--- src/rtl/mc14500b_pkg.sv ---
// Shared definitions for the mc14500b program sequencer: ICU opcodes,
// fetch FSM encoding and default address width.
package mc14500b_pkg;

  localparam int unsigned ADDR_W_DEF = 8;
  localparam int unsigned OP_W       = 4;

  // Opcode encoding, identical to the ICU instruction decoder
  localparam logic [OP_W-1:0] OP_NOPO = 4'h0;
  localparam logic [OP_W-1:0] OP_LD   = 4'h1;
  localparam logic [OP_W-1:0] OP_LDC  = 4'h2;
  localparam logic [OP_W-1:0] OP_AND  = 4'h3;
  localparam logic [OP_W-1:0] OP_ANDC = 4'h4;
  localparam logic [OP_W-1:0] OP_OR   = 4'h5;
  localparam logic [OP_W-1:0] OP_ORC  = 4'h6;
  localparam logic [OP_W-1:0] OP_XNOR = 4'h7;
  localparam logic [OP_W-1:0] OP_STO  = 4'h8;
  localparam logic [OP_W-1:0] OP_STOC = 4'h9;
  localparam logic [OP_W-1:0] OP_IEN  = 4'hA;
  localparam logic [OP_W-1:0] OP_OEN  = 4'hB;
  localparam logic [OP_W-1:0] OP_JMP  = 4'hC;
  localparam logic [OP_W-1:0] OP_RTN  = 4'hD;
  localparam logic [OP_W-1:0] OP_SKZ  = 4'hE;
  localparam logic [OP_W-1:0] OP_NOPF = 4'hF;

  typedef enum logic [2:0] {
    ST_IDLE  = 3'd0,
    ST_FETCH = 3'd1,
    ST_WAIT  = 3'd2,
    ST_EXEC  = 3'd3,
    ST_HALT  = 3'd4,
    ST_ERR   = 3'd5
  } fetch_state_e;

endpackage

--- src/rtl/mc14500b_ret_stack.sv ---
// Return-address LIFO. Push/pop requests against a full/empty stack are
// dropped here; deciding that they are errors is left to the sequencer.
module mc14500b_ret_stack
  import mc14500b_pkg::*;
#(
  parameter int unsigned DEPTH  = 4,
  parameter int unsigned DATA_W = ADDR_W_DEF,
  parameter int unsigned SP_W   = 3
) (
  input  logic              i_clk,
  input  logic              i_rst,
  input  logic              i_push,
  input  logic              i_pop,
  input  logic [DATA_W-1:0] i_din,
  output logic [DATA_W-1:0] o_top_c,
  output logic [SP_W-1:0]   o_sp,
  output logic              o_full_c,
  output logic              o_empty_c
);

  localparam int unsigned IDX_W = (DEPTH > 1) ? $clog2(DEPTH) : 1;

  logic [DATA_W-1:0] r_mem [0:(1 << IDX_W)-1];
  logic [SP_W-1:0]   r_sp;
  logic              w_do_push;
  logic              w_do_pop;

  assign o_full_c  = (r_sp == SP_W'(DEPTH));
  assign o_empty_c = (r_sp == '0);
  assign w_do_push = i_push && !o_full_c;
  assign w_do_pop  = i_pop && !w_do_push && !o_empty_c;

  // sp counts occupied entries, so the top lives at sp-1
  assign o_top_c = r_mem[IDX_W'(r_sp - SP_W'(1))];
  assign o_sp    = r_sp;

  always_ff @(posedge i_clk) begin
    if (i_rst) begin
      r_sp <= '0;
    end else if (w_do_push) begin
      r_sp <= r_sp + SP_W'(1);
    end else if (w_do_pop) begin
      r_sp <= r_sp - SP_W'(1);
    end
  end

  always_ff @(posedge i_clk) begin
    if (w_do_push) begin
      r_mem[IDX_W'(r_sp)] <= i_din;
    end
  end

endmodule

--- src/rtl/mc14500b_fetch_seq.sv ---
// Program sequencer for the mc14500b ICU: PC, return stack and ROM fetch.
// MC14500B_HALT_ON_NOPF_EN: step with flgf halts after advancing the PC.
module mc14500b_fetch_seq
  import mc14500b_pkg::*;
#(
  parameter int unsigned ADDR_W      = ADDR_W_DEF,
  parameter int unsigned STACK_DEPTH = 4,
  parameter int unsigned SP_W        = 3
) (
  input  logic                   clk_in,
  input  logic                   rst,
  input  logic                   start,
  input  logic                   step,
  input  logic                   jmp,
  input  logic                   rtn,
  input  logic                   flgf,
  output logic [ADDR_W-1:0]      prog_addr,
  input  logic [OP_W+ADDR_W-1:0] prog_data,
  output logic [OP_W-1:0]        I,
  output logic [ADDR_W-1:0]      io_addr,
  output logic                   instr_valid,
  output logic                   running,
  output logic                   stack_err,
  output logic [SP_W-1:0]        sp
);

  localparam int unsigned IR_W = OP_W + ADDR_W;

  fetch_state_e      r_state;
  fetch_state_e      w_state_nxt;
  logic [ADDR_W-1:0] r_pc;
  logic [ADDR_W-1:0] w_pc_nxt;
  logic [IR_W-1:0]   r_ir;
  logic [IR_W-1:0]   w_ir_nxt;
  logic              r_instr_valid;
  logic              w_instr_valid_nxt;
  logic              r_running;
  logic              w_running_nxt;
  logic              r_stack_err;
  logic              w_stack_err_nxt;

  logic [ADDR_W-1:0] w_pc_inc;
  logic [ADDR_W-1:0] w_stack_top;
  logic              w_stack_full;
  logic              w_stack_empty;
  logic              w_push;
  logic              w_pop;

`ifndef MC14500B_HALT_ON_NOPF_EN
  logic w_unused_flgf;
  assign w_unused_flgf = flgf;
`endif

  assign w_pc_inc = r_pc + ADDR_W'(1);

  mc14500b_ret_stack #(
    .DEPTH  (STACK_DEPTH),
    .DATA_W (ADDR_W),
    .SP_W   (SP_W)
  ) u_ret_stack (
    .i_clk     (clk_in),
    .i_rst     (rst),
    .i_push    (w_push),
    .i_pop     (w_pop),
    .i_din     (w_pc_inc),
    .o_top_c   (w_stack_top),
    .o_sp      (sp),
    .o_full_c  (w_stack_full),
    .o_empty_c (w_stack_empty)
  );

  // Next-state, PC redirect and stack control
  always_comb begin
    w_state_nxt       = r_state;
    w_pc_nxt          = r_pc;
    w_ir_nxt          = r_ir;
    w_instr_valid_nxt = r_instr_valid;
    w_running_nxt     = r_running;
    w_stack_err_nxt   = r_stack_err;
    w_push            = 1'b0;
    w_pop             = 1'b0;

    case (r_state)
      ST_IDLE: begin
        if (start) begin
          w_state_nxt   = ST_FETCH;
          w_running_nxt = 1'b1;
        end
      end

      ST_FETCH: begin
        w_state_nxt = ST_WAIT;
      end

      ST_WAIT: begin
        w_ir_nxt          = prog_data;
        w_instr_valid_nxt = 1'b1;
        w_state_nxt       = ST_EXEC;
      end

      ST_EXEC: begin
        if (step) begin
          w_instr_valid_nxt = 1'b0;
          w_state_nxt       = ST_FETCH;
          if (jmp) begin
            if (w_stack_full) begin
              w_stack_err_nxt = 1'b1;
            end else begin
              w_push   = 1'b1;
              w_pc_nxt = r_ir[ADDR_W-1:0];
            end
          end else if (rtn) begin
            if (w_stack_empty) begin
              w_stack_err_nxt = 1'b1;
            end else begin
              w_pop    = 1'b1;
              w_pc_nxt = w_stack_top;
            end
          end
`ifdef MC14500B_HALT_ON_NOPF_EN
          else if (flgf) begin
            w_pc_nxt      = w_pc_inc;
            w_state_nxt   = ST_HALT;
            w_running_nxt = 1'b0;
          end
`endif
          else begin
            w_pc_nxt = w_pc_inc;
          end

          // Stack fault freezes the sequencer until reset
          if (w_stack_err_nxt && !r_stack_err) begin
            w_state_nxt   = ST_ERR;
            w_running_nxt = 1'b0;
            w_ir_nxt      = '0;
          end
        end
      end

`ifdef MC14500B_HALT_ON_NOPF_EN
      ST_HALT: begin
        if (start) begin
          w_state_nxt   = ST_FETCH;
          w_running_nxt = 1'b1;
        end
      end
`endif

      ST_ERR: begin
        w_ir_nxt          = '0;
        w_instr_valid_nxt = 1'b0;
        w_running_nxt     = 1'b0;
      end

      default: begin
        w_state_nxt       = ST_IDLE;
        w_instr_valid_nxt = 1'b0;
        w_running_nxt     = 1'b0;
      end
    endcase
  end

  always_ff @(posedge clk_in) begin
    if (rst) begin
      r_state       <= ST_IDLE;
      r_pc          <= '0;
      r_ir          <= '0;
      r_instr_valid <= 1'b0;
      r_running     <= 1'b0;
      r_stack_err   <= 1'b0;
    end else begin
      r_state       <= w_state_nxt;
      r_pc          <= w_pc_nxt;
      r_ir          <= w_ir_nxt;
      r_instr_valid <= w_instr_valid_nxt;
      r_running     <= w_running_nxt;
      r_stack_err   <= w_stack_err_nxt;
    end
  end

  assign prog_addr   = r_pc;
  assign I           = r_ir[IR_W-1:ADDR_W];
  assign io_addr     = r_ir[ADDR_W-1:0];
  assign instr_valid = r_instr_valid;
  assign running     = r_running;
  assign stack_err   = r_stack_err;

endmodule

--- config.mk ---
export PLATFORM = sky130hd
export DESIGN_NAME = mc14500b_fetch_seq
export DESIGN_NICKNAME = d
export VERILOG_FILES = /design/src/rtl/mc14500b_pkg.sv /design/src/rtl/mc14500b_ret_stack.sv /design/src/rtl/mc14500b_fetch_seq.sv
export SDC_FILE = /design/constraint.sdc
export NUM_CORES = 1
export LEC_CHECK = 0
export BUFFER_PORTS_ARGS = -buffer_cell sky130_fd_sc_hd__buf_2
export CORE_MARGIN = 2
export CORE_UTILIZATION = 55
export CTS_CLUSTER_SIZE = 24
export DETAILED_ROUTE_END_ITERATION = 10
export GPL_ROUTABILITY_DRIVEN = 0
export GPL_TIMING_DRIVEN = 0
export HOLD_SLACK_MARGIN = 0.03
export PLACE_DENSITY_LB_ADDON = 0.05
export SETUP_SLACK_MARGIN = 0.02
export SYNTH_ARGS = -nofsm -noshare
export SYNTH_HDL_FRONTEND = slang
export SYNTH_SLANG_ARGS = --single-unit
--- constraint.sdc ---
create_clock -name clk_in -period 4.58 [get_ports clk_in]
set_clock_uncertainty 0.15 [all_clocks]
set_input_delay 0.687 -clock clk_in [delete_from_list [all_inputs] [get_ports clk_in]]
set_output_delay 0.687 -clock clk_in [all_outputs]
set_load 0.01 [all_outputs]
# Yosys cells after proc, flatten, opt, wreduce, memory -nomap -nowiden
# Memories as Yosys holds them, arrays and structs flattened.
# Index checks and enable logic that the tools add are counted.
# classes
addsub	3
n_mul	0
div_mod_pow	0
magnitude_cmp	0
eq_ne	10
shifts	0
mux	36
bitwise	3
reduce_logical	20
# ops
op	count
$pmux 12 s3	1
$mux 8	4
$mux 12	2
$mux 1	21
$mux 3	5
$pmux 3 s5	1
$add 8x1->8 const B	1
$ne 2x2->1 const B	4
$reduce_and 4->1	2
$eq 3x2->1 const B	2
$eq 3x3->1 const B	2
$logic_not 3->1	2
$pmux 1 s3	2
$reduce_and 3->1	2
$logic_and 1x1->1	4
$logic_not 1->1	4
$reduce_and 2->1	2
$reduce_or 2->1	2
$add 3x1->3 const B	1
$eq 3x1->1 const B	1
$ne 3x3->1 const B	1
$not 1->1	3
$reduce_bool 3->1	1
$sub 3x1->3 const B	1
$reduce_bool 2->1	1
# totals
regBits	29
latchBits	0
ram_bits	32
rom_bits	0
input_bits	19
output_inout_bits	26
word_cells	80
memories	1
# memory_table
name	depth	width	rd	rd_ports_with_merged_regs	wr	line	rtl
u_ret_stack.r_mem	4	8	1	0	1	mc14500b_ret_stack.sv:23	logic [DATA_W-1:0] r_mem [0:(1 << IDX_W)-1];

# Depth between registers and ports, before layout
# Gate-level depths: netlist of run 1.
# depth
ltp_word	11
depth_mapped	8

# By module
# From an unflattened synthesis of run 1, not the netlist that was laid out.
# hier_totals
hier_cells	253
hier_area_um2	2990.4
# modules_own_cells
mod	n_inst	cells_per_inst	area_each_um2	seq_area_each_um2
mc14500b_fetch_seq	1	172	1512.7	520.5
mc14500b_ret_stack	1	81	1477.7	1021.0

# Worst setup path after synthesis of run 1
# No wires, ideal clock.
# synth_timing
path_type	register -> register
from	register u_ret_stack.r_sp[0], in the netlist u_ret_stack.o_sp[0]
to	register r_pc[2], in the netlist prog_addr[2]
setup_ps	133
t_arrival_ps	1849
required_time_ps	4297
setup_slack_ps	2448
stages_incl_launch_ff	9
n_path_buf	2
cell_sequence	dfxtp_1 > buf_6 > inv_1 > ha_1 > buf_2 > mux4_1 > and2_1 > a211oi_1 > o41ai_1
# synth_via
elab_chain_len	5
# synth_lines
element	line	rtl
start, declared	mc14500b_ret_stack.sv:24	logic [SP_W-1:0] r_sp;
start signal, assigned	mc14500b_ret_stack.sv:41	r_sp <= r_sp + SP_W'(1);
start signal, assigned	mc14500b_ret_stack.sv:43	r_sp <= r_sp - SP_W'(1);
$sub 3x1->3	mc14500b_ret_stack.sv:34	assign o_top_c = r_mem[IDX_W'(r_sp - SP_W'(1))];
$mem_v2 4x8	--	
$mux 8	mc14500b_fetch_seq.sv:113	if (w_stack_empty) begin
$mux 8	mc14500b_fetch_seq.sv:112	end else if (rtn) begin
$mux 8	mc14500b_fetch_seq.sv:105	if (jmp) begin
end signal, assigned	mc14500b_fetch_seq.sv:173	r_pc <= w_pc_nxt;
end, declared	mc14500b_fetch_seq.sv:31	logic [ADDR_W-1:0] r_pc;
# Several ways; a longest one is shown, not always the timed one. The select of a mux whose other input is x is not followed.
# A chain may end at the register's enable or synchronous reset.

# Worst setup path in the final report of run 1
# Same ends and word-level chain as after synthesis.

==> results.md, run 1 <==
- CTS H-tree depth: 3
- TritonRoute pass-1 iters: 4
- Number of synthesized flops with an enable pin: 32
- Final Max Tran Viols: 0
- Synth top area cells: edfxtp_1 (33%), dfxtp_1 (20%), mux2i_1 (4.2%)
- Final hold viol count: 0
- First-pass GRT wire length: ~9900 µm
- Worst setup SP type: flip-flop
- Final hold slack: roughly 0.32 ns
- Sum of negative setup slack: 0 ns
- Top cells by count, synth: edfxtp_1 (32), dfxtp_1 (29), a21oi_1 (19), nand2_1 (19), nand2b_1 (16)
- Post-route setup slack: between 2 and 2.5 ns
- Gr usage total: 0.224
- Via count: slightly above 2000
- Unrepaired setup endpoints after global routing: no
- Worst Tran Pin Value: 0.535 ns
- Sink Count: between 60 and 70
- FP Rows: 26
- Place WS: around 2.1 ns
- Pwr dens: 337 nW/µm²
- Synth top area share: 0.333
- CP Cell Sequence: buf_6 > inv_1 > ha_1 > buf_2 > mux4_1 > and2_1 > a211oi_1 > o41ai_1
- Final wirelength: slightly below 6000 µm
- DR DRC count: 0
- Cts bufs inserted: 9
- IR drop worst, VDD: about 0.23 mV
- Vias in the first global route: 2012
- Yosys top cell by area: edfxtp_1
- Top FF cell, synth: edfxtp_1
- Layout Utilization: 0.665
- Fill cells: about 440
- Antenna Violating Nets Remaining: 0
- Total gr overflow: 0
- Avg Vias per Cell: approximately 5.5
- CP bufs+invs: 3
- Ys async rst share: 0
- Crit path max fanout: 10
- Chip Height: 76.5 µm
- WP data arrival: about 2.5 ns
- Min-Delay Path Class: reg -> reg
- Post-cts resize count: 0
- Sequential area share after synthesis: 0.534
- Die W: 76.5 µm
- Syn_area_per_cell: 11.9 µm²
- #FFs+latches synth: between 60 and 70
- Drt first-iter violations: ~130
- Worst Setup SP: u_ret_stack.o_sp[0]$_SDFFE_PP0P_
- Sequential share of power: 0.520
- Period utilization: 0.535
- Synth Cell Area: roughly 2900 µm²
- Synth Warn #: 0
- Post-CTS Setup Inserts: 0
- CTS Buffer Depth: 2
- Synth Instances: approximately 240
- Net count, final: about 320
- Count leader, synth: edfxtp_1
- Logic pwr share: 0.083
- GR Layer Usage met3: 0.0592
- TritonCTS clock tree: yes
- Fmax: approximately 400 MHz
- Diodes inserted: 0
- Max transition margin: 0.643
- Worst skew pair latency: roughly 0.34 ns
- CP top delay family: buffers and inverters
- Sw Ratio: 0.232
- Multi-input logic area: around 1200 µm²
- Clk pwr share: 0.397
- Core Region: a little over 5000 µm²
- Min Clock Period, post-route: between 2 and 2.5 ns
- Mapped Nets: approximately 270
- Reg2reg start: u_ret_stack.o_sp[0]$_SDFFE_PP0P_
- DIE AREA: roughly 5800 µm²
- Final setup viols: 0
- Met1 GRT Util: 0.287
- Largest net degree at the start of global routing: 11
- Seq. cell area: ~1500 µm²
- Layout cells sized above 1: 0.258
- Antenna violations before repair: 0
- Max-cap violations: 0
- Net switching power: around 260 µW
- Crit. End Element: flip-flop
- Clock root cell: clkbuf_8
- M2 GR Usage: 0.353
- Leakage: ~0.0013 µW
- DP HPWL: around 4000 µm
- Critical path's largest stage delay: ~0.43 ns
- Internal Pwr Total: between 800 and 900 µW
- Worst Hold Launch: r_ir[9]$_SDFFE_PP0P_
- Max stage delay cell, worst path: dfxtp_1
- Status: complete, no violations
- Port Buffer Count: 43
- WP data required: 4.63 ns
- Most Crowded Layer GR: met2
- Initial Utilization: 0.569
- Synth cell types: between 40 and 50
- Reg clk slew, reported paths: 0.07 ns
- Ports: 45
- CTS Hold Bufs: 0
- Area delta synth->final: 16.8%
- DR WL/cell: about 16 µm
- Setup CP Type: reg -> reg
[state kept, by name (all words and copies together), names as in the netlist]
register	count
instr_valid	1
prog_addr	8
r_ir	12
r_state	3
running	1
stack_err	1
u_ret_stack.o_sp	3
u_ret_stack.r_mem	32
[per-stage QoR]
step | instances | instance area, µm² | power (µW)
6_report | 372 | 3370 | 1140
5_1_grt | 372 | 3370 | 1180
4_1_cts | 372 | 3370 | 1150
3_5_place_dp | 356 | 3190 | 697
3_3_place_gp | 356 | 3190 | 697
2_1_floorplan | 243 | 2890 | 664
[power groups by stage]
stage                     registers [µW]  clock network (µW)  logic, µW
final                                591                 450       94.3
after global routing                 592                 487        105
after CTS                            591                 461       94.8
after detailed placement             603                   0       94.4
after global placement               603                   0       94.0
after floorplan                      606                   0       57.9
[cells by family (layout without fill, tap and decap cells)]
| family | after synthesis | in the layout | share of synthesized area |
|---|---|---|---|
| buffers and inverters | 23 | 82 | 0.0420 |
| DFF | 61 | 61 | 0.534 |
| AOI/OAI and AO/OA | 49 | 49 | 0.119 |
| xor gates and xnor gates | 8 | 8 | 0.0243 |
| muxes | 20 | 20 | 0.109 |
| adders and majority gates | 6 | 6 | 0.0260 |
| and+or+nand+nor | 76 | 76 | 0.146 |
[final timing paths]
| kind | end | slack (ns) | cells after the start |
|---|---|---|---|
| max | prog_addr[2]$_SDFFE_PP0P_ | 2.13 | 8 |
| min | r_ir[9]$_SDFFE_PP0P_ | 0.32 | 2 |
| max reg2reg | prog_addr[2]$_SDFFE_PP0P_ | 2.13 | 8 |
| min reg2reg | r_ir[9]$_SDFFE_PP0P_ | 0.32 | 2 |
[worst reg2reg max path, cell delays in order (launching register included)]
cell and delay [ns]:
dfxtp_1 0.43, buf_6 0.20, inv_1 0.09, ha_1 0.27
buf_2 0.25, mux4_1 0.36, and2_1 0.18, a211oi_1 0.26
o41ai_1 0.12
[placed cells by master, fill, tap and decap left out, types with 7 or more instances in the layout]
cell type,n
nor2_1,10
a21oi_1,19
mux2i_1,12
edfxtp_1,32
inv_1,8
buf_2,47
clkbuf_1,7
nand2b_1,16
nand2_1,19
dfxtp_1,29
o21ai_0,7
clkbuf_8,9
[layout make-up]
cell class              count  area share
repair buffers             43      0.0638
inverters                   8     0.00890
well taps                  70      0.0260
plain buffers              15      0.0271
multi-input cells         159       0.363
clock buffers              11      0.0389
flip-flops and latches     61       0.457
clock inverters             5      0.0152
[layer usage]
layer  wire, µm  vias up
met3        209       10
li1           -     1005
met1       2720      997
met5          0        -
met4         99        0
met2       2890       41
(Power assumes the default switching activity.)
==> inputs of run 2 (changes only) <==
--- a/config.mk
+++ b/config.mk
@@ -5,9 +5,10 @@
 export SDC_FILE = /design/constraint.sdc
 export NUM_CORES = 1
 export LEC_CHECK = 0
+export ABC_AREA = 1
 export BUFFER_PORTS_ARGS = -buffer_cell sky130_fd_sc_hd__buf_2
 export CORE_MARGIN = 2
-export CORE_UTILIZATION = 55
+export CORE_UTILIZATION = 51
 export CTS_CLUSTER_SIZE = 24
 export DETAILED_ROUTE_END_ITERATION = 10
 export GPL_ROUTABILITY_DRIVEN = 0
==> constraint.sdc (replaced) <==
create_clock -name clk_in -period 2.1 [get_ports clk_in]
set_clock_uncertainty 0.15 [all_clocks]
set_input_delay 0.315 -clock clk_in [delete_from_list [all_inputs] [get_ports clk_in]]
set_output_delay 0.315 -clock clk_in [all_outputs]
set_load 0.01 [all_outputs]
==> run 2 against run 1 <==
Against the previous run: synthesized cell count up 32%; sequential power up 130%; critical path depth unchanged; first-iteration DRC count up 15%; wire length up 11%; via count up 15%; sequential cell count unchanged; non-clock buffer count up 8; utilization down 0.87 points; die area up 7.8%; combinational power rose to 3.9 times the previous value; fmax up 25%.
==> results.md, run 2 <==
- Area delta synth->final: 24.6%
- Min-Delay Path Class: in -> reg
- Largest register by flop count: u_ret_stack.r_mem
- Antenna violations before repair: 0 (unchanged)
- Synth top area share: 0.331 (-0.00115)
- Leakage: 0.00150 µW (+11%)
- DR WL/cell: 14.2 µm (-11%)
- Synth Warn #: 0 (unchanged)
- Synth top area cells: edfxtp_1 (33%), dfxtp_1 (20%), nand2_1 (8.2%)
- Core Region: 5510 µm² (+8.5%)
- Count leader, synth: nand2_1
- Initial Utilization: 0.526 (-0.0428)
- Period utilization: 0.937 (+0.402)
- Status: complete, no violations
- Total gr overflow: 0 (unchanged)
- Number of synthesized flops with an enable pin: 32 (unchanged)
- Via count: 2361 (+15%)
- TritonCTS clock tree: yes
- DR DRC count: 0 (unchanged)
- Worst setup SP type: flip-flop
- WP data arrival: 1.83 ns (-0.67 ns)
- Max-cap violations: 0 (unchanged)
- Ports: 45 (unchanged)
- Largest register FFs: 32 (unchanged)
- Pwr dens: 783 nW/µm² (+130%)
- Avg Vias per Cell: 5.11 (-7.4%)
- Chip Height: 79.4 µm (+3.8%)
- Final hold viol count: 0 (unchanged)
- Sequential area share after synthesis: 0.532 (-0.00184)
- Total power draw: 2830 µW (+150%)
- FP Rows: 27 (+3.8%)
- Net count, final: 410 (+27%)
- CTS H-tree depth: 3 (unchanged)
- Commonest non-fill, non-tap cell in the layout: nand2_1
- Final wirelength: 6550 µm (+11%)
- Gr usage total: 0.219 (-0.00481)
- Synth cell types: 29 (-40%)
- Final setup viols: 0 (unchanged)
- Hold Path Depth: 3 (+1)
- Max transition margin: 0.688 (+0.0450)
- Ys async rst share: 0 (unchanged)
- Syn_area_per_cell: 9.03 µm² (-24%)
- Antenna Violating Nets Remaining: 0 (unchanged)
- Drt first-iter violations: 147 (+15%)
- #FFs+latches synth: 61 (unchanged)
- Synth Instances: 321 (+32%)
- TritonRoute pass-1 iters: 6 (+2)
- Layout Utilization: 0.656 (-0.00873)
- Most frequent cells in the layout: nand2_1 (62), buf_2 (41), edfxtp_1 (32), nor2_1 (29)
- CTS Buffer Depth: 2 (unchanged)
- Setup CP Type: reg -> reg
- Yosys top cell by area: edfxtp_1
- Die W: 79.4 µm (+3.8%)
- Largest net degree at the start of global routing: 13 (+2)
- Unrepaired setup endpoints after global routing: no
- Reg clk slew, reported paths: 0.08 ns (about the same)
- Fmax: 508 MHz (+25%)
- Cts bufs inserted: 9 (unchanged)
- Crit. End Element: flip-flop
- Top FF cell, synth: edfxtp_1
- Min Clock Period, post-route: 1.97 ns (-0.482 ns)
- Register-to-Register Path Depth: 8 (unchanged)
- Synth Cell Area: 2900 µm² (+0.35%)
- Clock root cell: clkbuf_8
- Fill cells: 476 (+9.4%)
- Worst skew pair latency: 0.34 ns (about the same)
- Crit path max fanout: 8 (-2)
- WP data required: 1.96 ns (-2.67 ns)
- Vias in the first global route: 2241 (+11%)
- Top cells by count, synth: nand2_1 (63), nor2_1 (33), edfxtp_1 (32), a21oi_1 (29), dfxtp_1 (29)
- Port Buffer Count: 41 (-4.7%)
- Final Max Tran Viols: 0 (unchanged)
- Final hold slack: 0.102 ns (-0.223 ns)
- Sink Count: 61 (unchanged)
- Layout cells sized above 1: 0.269 (+0.0110)
- DP HPWL: 4460 µm (+8.6%)
- IR drop worst, VDD: 0.497 mV (+110%)
- Diodes inserted: 0 (unchanged)
- DIE AREA: 6300 µm² (+7.8%)
- Worst Tran Pin Value: 0.467 ns (-0.0675 ns)
- Mapped Nets: 346 (+29%)
- First-pass GRT wire length: 10300 µm (+3.7%)
run 2: cell count changes in the layout (fill, tap and decap cells not counted), sizes merged, moves of 14 or more:
cell	before	now
nand3	6	21
o21ai	7	26
nand2b	16	0
nand2	19	71
nand4	0	14
nor2	10	36
inv	8	30
run 2: where the power goes:
| part | total, µW | switching [µW] | internal, µW |
|---|---|---|---|
| Clock | 1130 | 467 | 662 |
| Sequential | 1330 | 34.5 | 1290 |
| Combinational | 371 | 218 | 153 |
| Total | 2830 | 720 | 2110 |
run 2: worst paths after layout:
kind                                    start                                 to  slack [ns]
max          u_ret_stack.o_sp[0]$_SDFFE_PP0P_  u_ret_stack.r_mem[2][2]$_DFFE_PP_        0.13
min                             prog_data[10]              r_ir[10]$_SDFFE_PP0P_        0.10
max reg2reg  u_ret_stack.o_sp[0]$_SDFFE_PP0P_  u_ret_stack.r_mem[2][2]$_DFFE_PP_        0.13
min reg2reg          instr_valid$_SDFFE_PP0P_           instr_valid$_SDFFE_PP0P_        0.31
run 2: cell type report:
class	count	area, µm²	area share
sequential	61	1550	0.428
multi-input combinational	216	1180	0.327
timing repair buffer	54	349	0.0966
clock buffer	9	124	0.0343
inverter	31	124	0.0343
buffer	12	111	0.0308
tap	72	90.1	0.0249
clock inverter	7	88.8	0.0246
run 2: kinds of logic after synthesis:
logic type / count (synthesis) / share of synthesized area
AO/OA/AOI/OAI: 62 / 0.111
XOR/XNOR: 3 / 0.00907
adder cells (fa/ha/maj): 6 / 0.0259
buffers and inverters: 44 / 0.0777
flip-flops: 61 / 0.532
AND/OR/NAND/NOR: 145 / 0.244
run 2: repair_timing:
item | CTS | global route
pin swaps | 4 | 6
gates resized for setup | 12 | 12
endpoints found under the setup margin | 56 | 50
setup buffers | 4 | 7
endpoints found under the hold margin | 0 | 0
hold buffers | 0 | 0
cloned | 0 | 2
run 2: metrics by stage:
step,setup TNS [ns],cell area (µm²),instances,setup WS (ns)
final,0,3610,462,0.132
after global routing,0,3610,462,0.0187
after CTS,0,3510,454,0.0440
after detailed placement,-17.84,3200,434,-0.449
after global placement,-15.77,3200,434,-0.425
after floorplan,-1.40,2910,321,-0.0586
run 2: critical path: stages (launching register included):
cell and delay (ns):
dfxtp_4 0.39, clkinvlp_4 0.14, buf_8 0.16, ha_4 0.16
nand2_1 0.07, nand2_2 0.09, nor2_4 0.13, inv_2 0.09
nor2_4 0.25
run 2: per-layer routing:
layer / routed length (µm) / track usage / vias to the layer above
met5: 0 / 0 / -
met1: 2800 / 0.261 / 1080
met4: 98 / 0.102 / 0
met3: 292 / 0.0532 / 9
met2: 3350 / 0.373 / 48
li1: - / - / 1224
==> inputs of run 3 (changes only) <==
--- a/config.mk
+++ b/config.mk
@@ -11,10 +11,10 @@
 export CORE_UTILIZATION = 51
 export CTS_CLUSTER_SIZE = 24
 export DETAILED_ROUTE_END_ITERATION = 10
-export GPL_ROUTABILITY_DRIVEN = 0
 export GPL_TIMING_DRIVEN = 0
 export HOLD_SLACK_MARGIN = 0.03
 export PLACE_DENSITY_LB_ADDON = 0.05
+export REMOVE_ABC_BUFFERS = 1
 export SETUP_SLACK_MARGIN = 0.02
 export SYNTH_ARGS = -nofsm -noshare
 export SYNTH_HDL_FRONTEND = slang
==> run 3 against run 2 <==
Against the previous run: register-to-register slack gained 0.03 ns; count of clock-buffer cells in the layout is 4 higher; largest power group unchanged; highest routed layer unchanged; wire length shrank 7.7%; clock power decreased by 26%.
==> results.md, run 3 (synthesis results as in run 2) <==
- Status: complete, no violations
- Period utilization: 0.924 (-0.0126)
- Avg Vias per Cell: 5.03 (-1.6%)
- Via count: 2257 (-4.4%)
- Initial Utilization: 0.526 (unchanged)
- TritonCTS clock tree: yes
- Port Buffer Count: 43 (+4.9%)
- DP HPWL: 4110 µm (-7.7%)
- DR WL/cell: 13.5 µm (-5.0%)
- Fmax: 515 MHz (+1.4%)
- WP data required: 2.00 ns (+0.04 ns)
- CTS H-tree depth: 3 (unchanged)
- Area delta synth->final: 18.0%
- Drt first-iter violations: 99 (-33%)
- Crit. End Element: flip-flop
- Worst setup SP type: flip-flop
- Sink Count: 61 (unchanged)
- First-pass GRT wire length: 10100 µm (-2.5%)
- Chip Height: 79.4 µm (unchanged)
- Diodes inserted: 0 (unchanged)
- Antenna Violating Nets Remaining: 0 (unchanged)
- Final Max Tran Viols: 0 (unchanged)
- Total power draw: 2500 µW (-12%)
- Leakage: 0.00140 µW (-6.2%)
- Final hold slack: 0.111 ns (+0.00934 ns)
- IR drop worst, VDD: 0.416 mV (-16%)
- Pwr dens: 729 nW/µm² (-6.8%)
- Crit path max fanout: 12 (+4)
- Total gr overflow: 0 (unchanged)
- Commonest non-fill, non-tap cell in the layout: nand2_1
- Vias in the first global route: 2153 (-3.9%)
- Layout Utilization: 0.621 (-0.0350)
- Clock root cell: clkbuf_8
- Layout cells sized above 1: 0.236 (-0.0332)
- Worst skew pair latency: 0.33 ns (about the same)
- CTS Hold Bufs: 0 (unchanged)
- Most frequent cells in the layout: nand2_1 (63), buf_2 (43), edfxtp_1 (32), nor2_1 (30), a21oi_1 (29)
- Gpl congestion: between 0.7 and 0.8
- Gr usage total: 0.209 (-0.0102)
- Fill cells: 506 (+6.3%)
- Min-Delay Path Class: in -> reg
- TritonRoute pass-1 iters: 4 (-2)
- Final hold viol count: 0 (unchanged)
- Ports: 45 (unchanged)
- Core Region: 5510 µm² (unchanged)
- Largest net degree at the start of global routing: 20 (+7)
- Largest register by flop count: u_ret_stack.r_mem
- Max transition margin: 0.734 (+0.0452)
- Final wirelength: 6040 µm (-7.7%)
- Worst Tran Pin Value: 0.398 ns (-0.0691 ns)
- Die W: 79.4 µm (unchanged)
- DR DRC count: 0 (unchanged)
- Final setup viols: 0 (unchanged)
- Antenna violations before repair: 0 (unchanged)
- CTS Buffer Depth: 2 (unchanged)
- Post-route setup slack: 0.159 ns (+0.0265 ns)
- Net count, final: 397 (-3.2%)
- DIE AREA: 6300 µm² (unchanged)
- Place WS: -1.22 ns (-0.774 ns)
- FP Rows: 27 (unchanged)
- Min Clock Period, post-route: 1.94 ns (-0.0265 ns)
- Cts bufs inserted: 9 (unchanged)
- Max-cap violations: 0 (unchanged)
- Setup CP Type: reg -> reg
- WP data arrival: 1.84 ns (about the same)
- Reg clk slew, reported paths: 0.06 ns (-0.02 ns)
- Unrepaired setup endpoints after global routing: no
- Largest register FFs: 32 (unchanged)
## run 3: cell count changes in the layout (fill, tap and decap cells not counted), moves of 2 or more
cell / before / now
buf_6: 7 / 0
buf_2: 41 / 43
buf_4: 9 / 5
inv_2: 6 / 4
buf_12: 2 / 4
bufinv_16: 2 / 0
## run 3: final cells by class
type,count,area (µm²),share of cell area
repair inverters,1,5.00,0.00146
multi-input cells,216,1170,0.341
clock buffers,13,139,0.0406
inverters,31,128,0.0373
well taps,72,90.1,0.0263
clock inverters,3,13.8,0.00402
repair buffers,52,333,0.0973
flip-flops and latches,61,1550,0.452
## run 3: path summary, 6_finish.rpt
check                           depth (start not counted)                                end  slack [ns]                              from
worst max-delay path                                    8  u_ret_stack.r_mem[1][5]$_DFFE_PP_        0.16  u_ret_stack.o_sp[0]$_SDFFE_PP0P_
worst min-delay path                                    3               r_ir[7]$_SDFFE_PP0P_        0.11                      prog_data[7]
worst max register to register                          8  u_ret_stack.r_mem[1][5]$_DFFE_PP_        0.16  u_ret_stack.o_sp[0]$_SDFFE_PP0P_
worst min register to register                          2           instr_valid$_SDFFE_PP0P_        0.31          instr_valid$_SDFFE_PP0P_
## run 3: per-layer routing
metal	part of all wire	track usage
met5	0	0
met4	0.013	0.0724
met3	0.034	0.0475
met2	0.48	0.355
met1	0.47	0.261
## run 3: report_power, final
group | total (µW) | internal (µW) | switching (µW)
Clock | 832 | 422 | 411
Sequential | 1330 | 1300 | 34.7
Combinational | 333 | 125 | 208
## run 3: worst max-delay path: stages (launching register included)
cell        delay [ns]
dfxtp_4           0.43
clkinvlp_4        0.15
ha_4              0.18
nand2_1           0.06
nand2_1           0.10
nor2_1            0.20
inv_2             0.11
nor2_4            0.14
buf_12            0.13
## run 3: repair_timing
| item | in CTS | in global routing |
|---|---|---|
| setup endpoints to repair | 58 | 35 |
| buffers inserted | 5 | 4 |
| resized for setup | 11 | 3 |
| gates cloned | 1 | 0 |
| endpoints found under the hold margin | 0 | 0 |
| pin swaps | 2 | 2 |
## run 3: metrics by stage
| stage | instances | TNS (ns) | cell area, µm² |
|---|---|---|---|
| final | 449 | 0 | 3420 |
| after global routing | 449 | 0 | 3420 |
| after CTS | 445 | 0 | 3350 |
| after detailed placement | 423 | -53.61 | 3100 |
| after global placement | 423 | -51.90 | 3100 |
| after floorplan | 308 | -15.27 | 2790 |
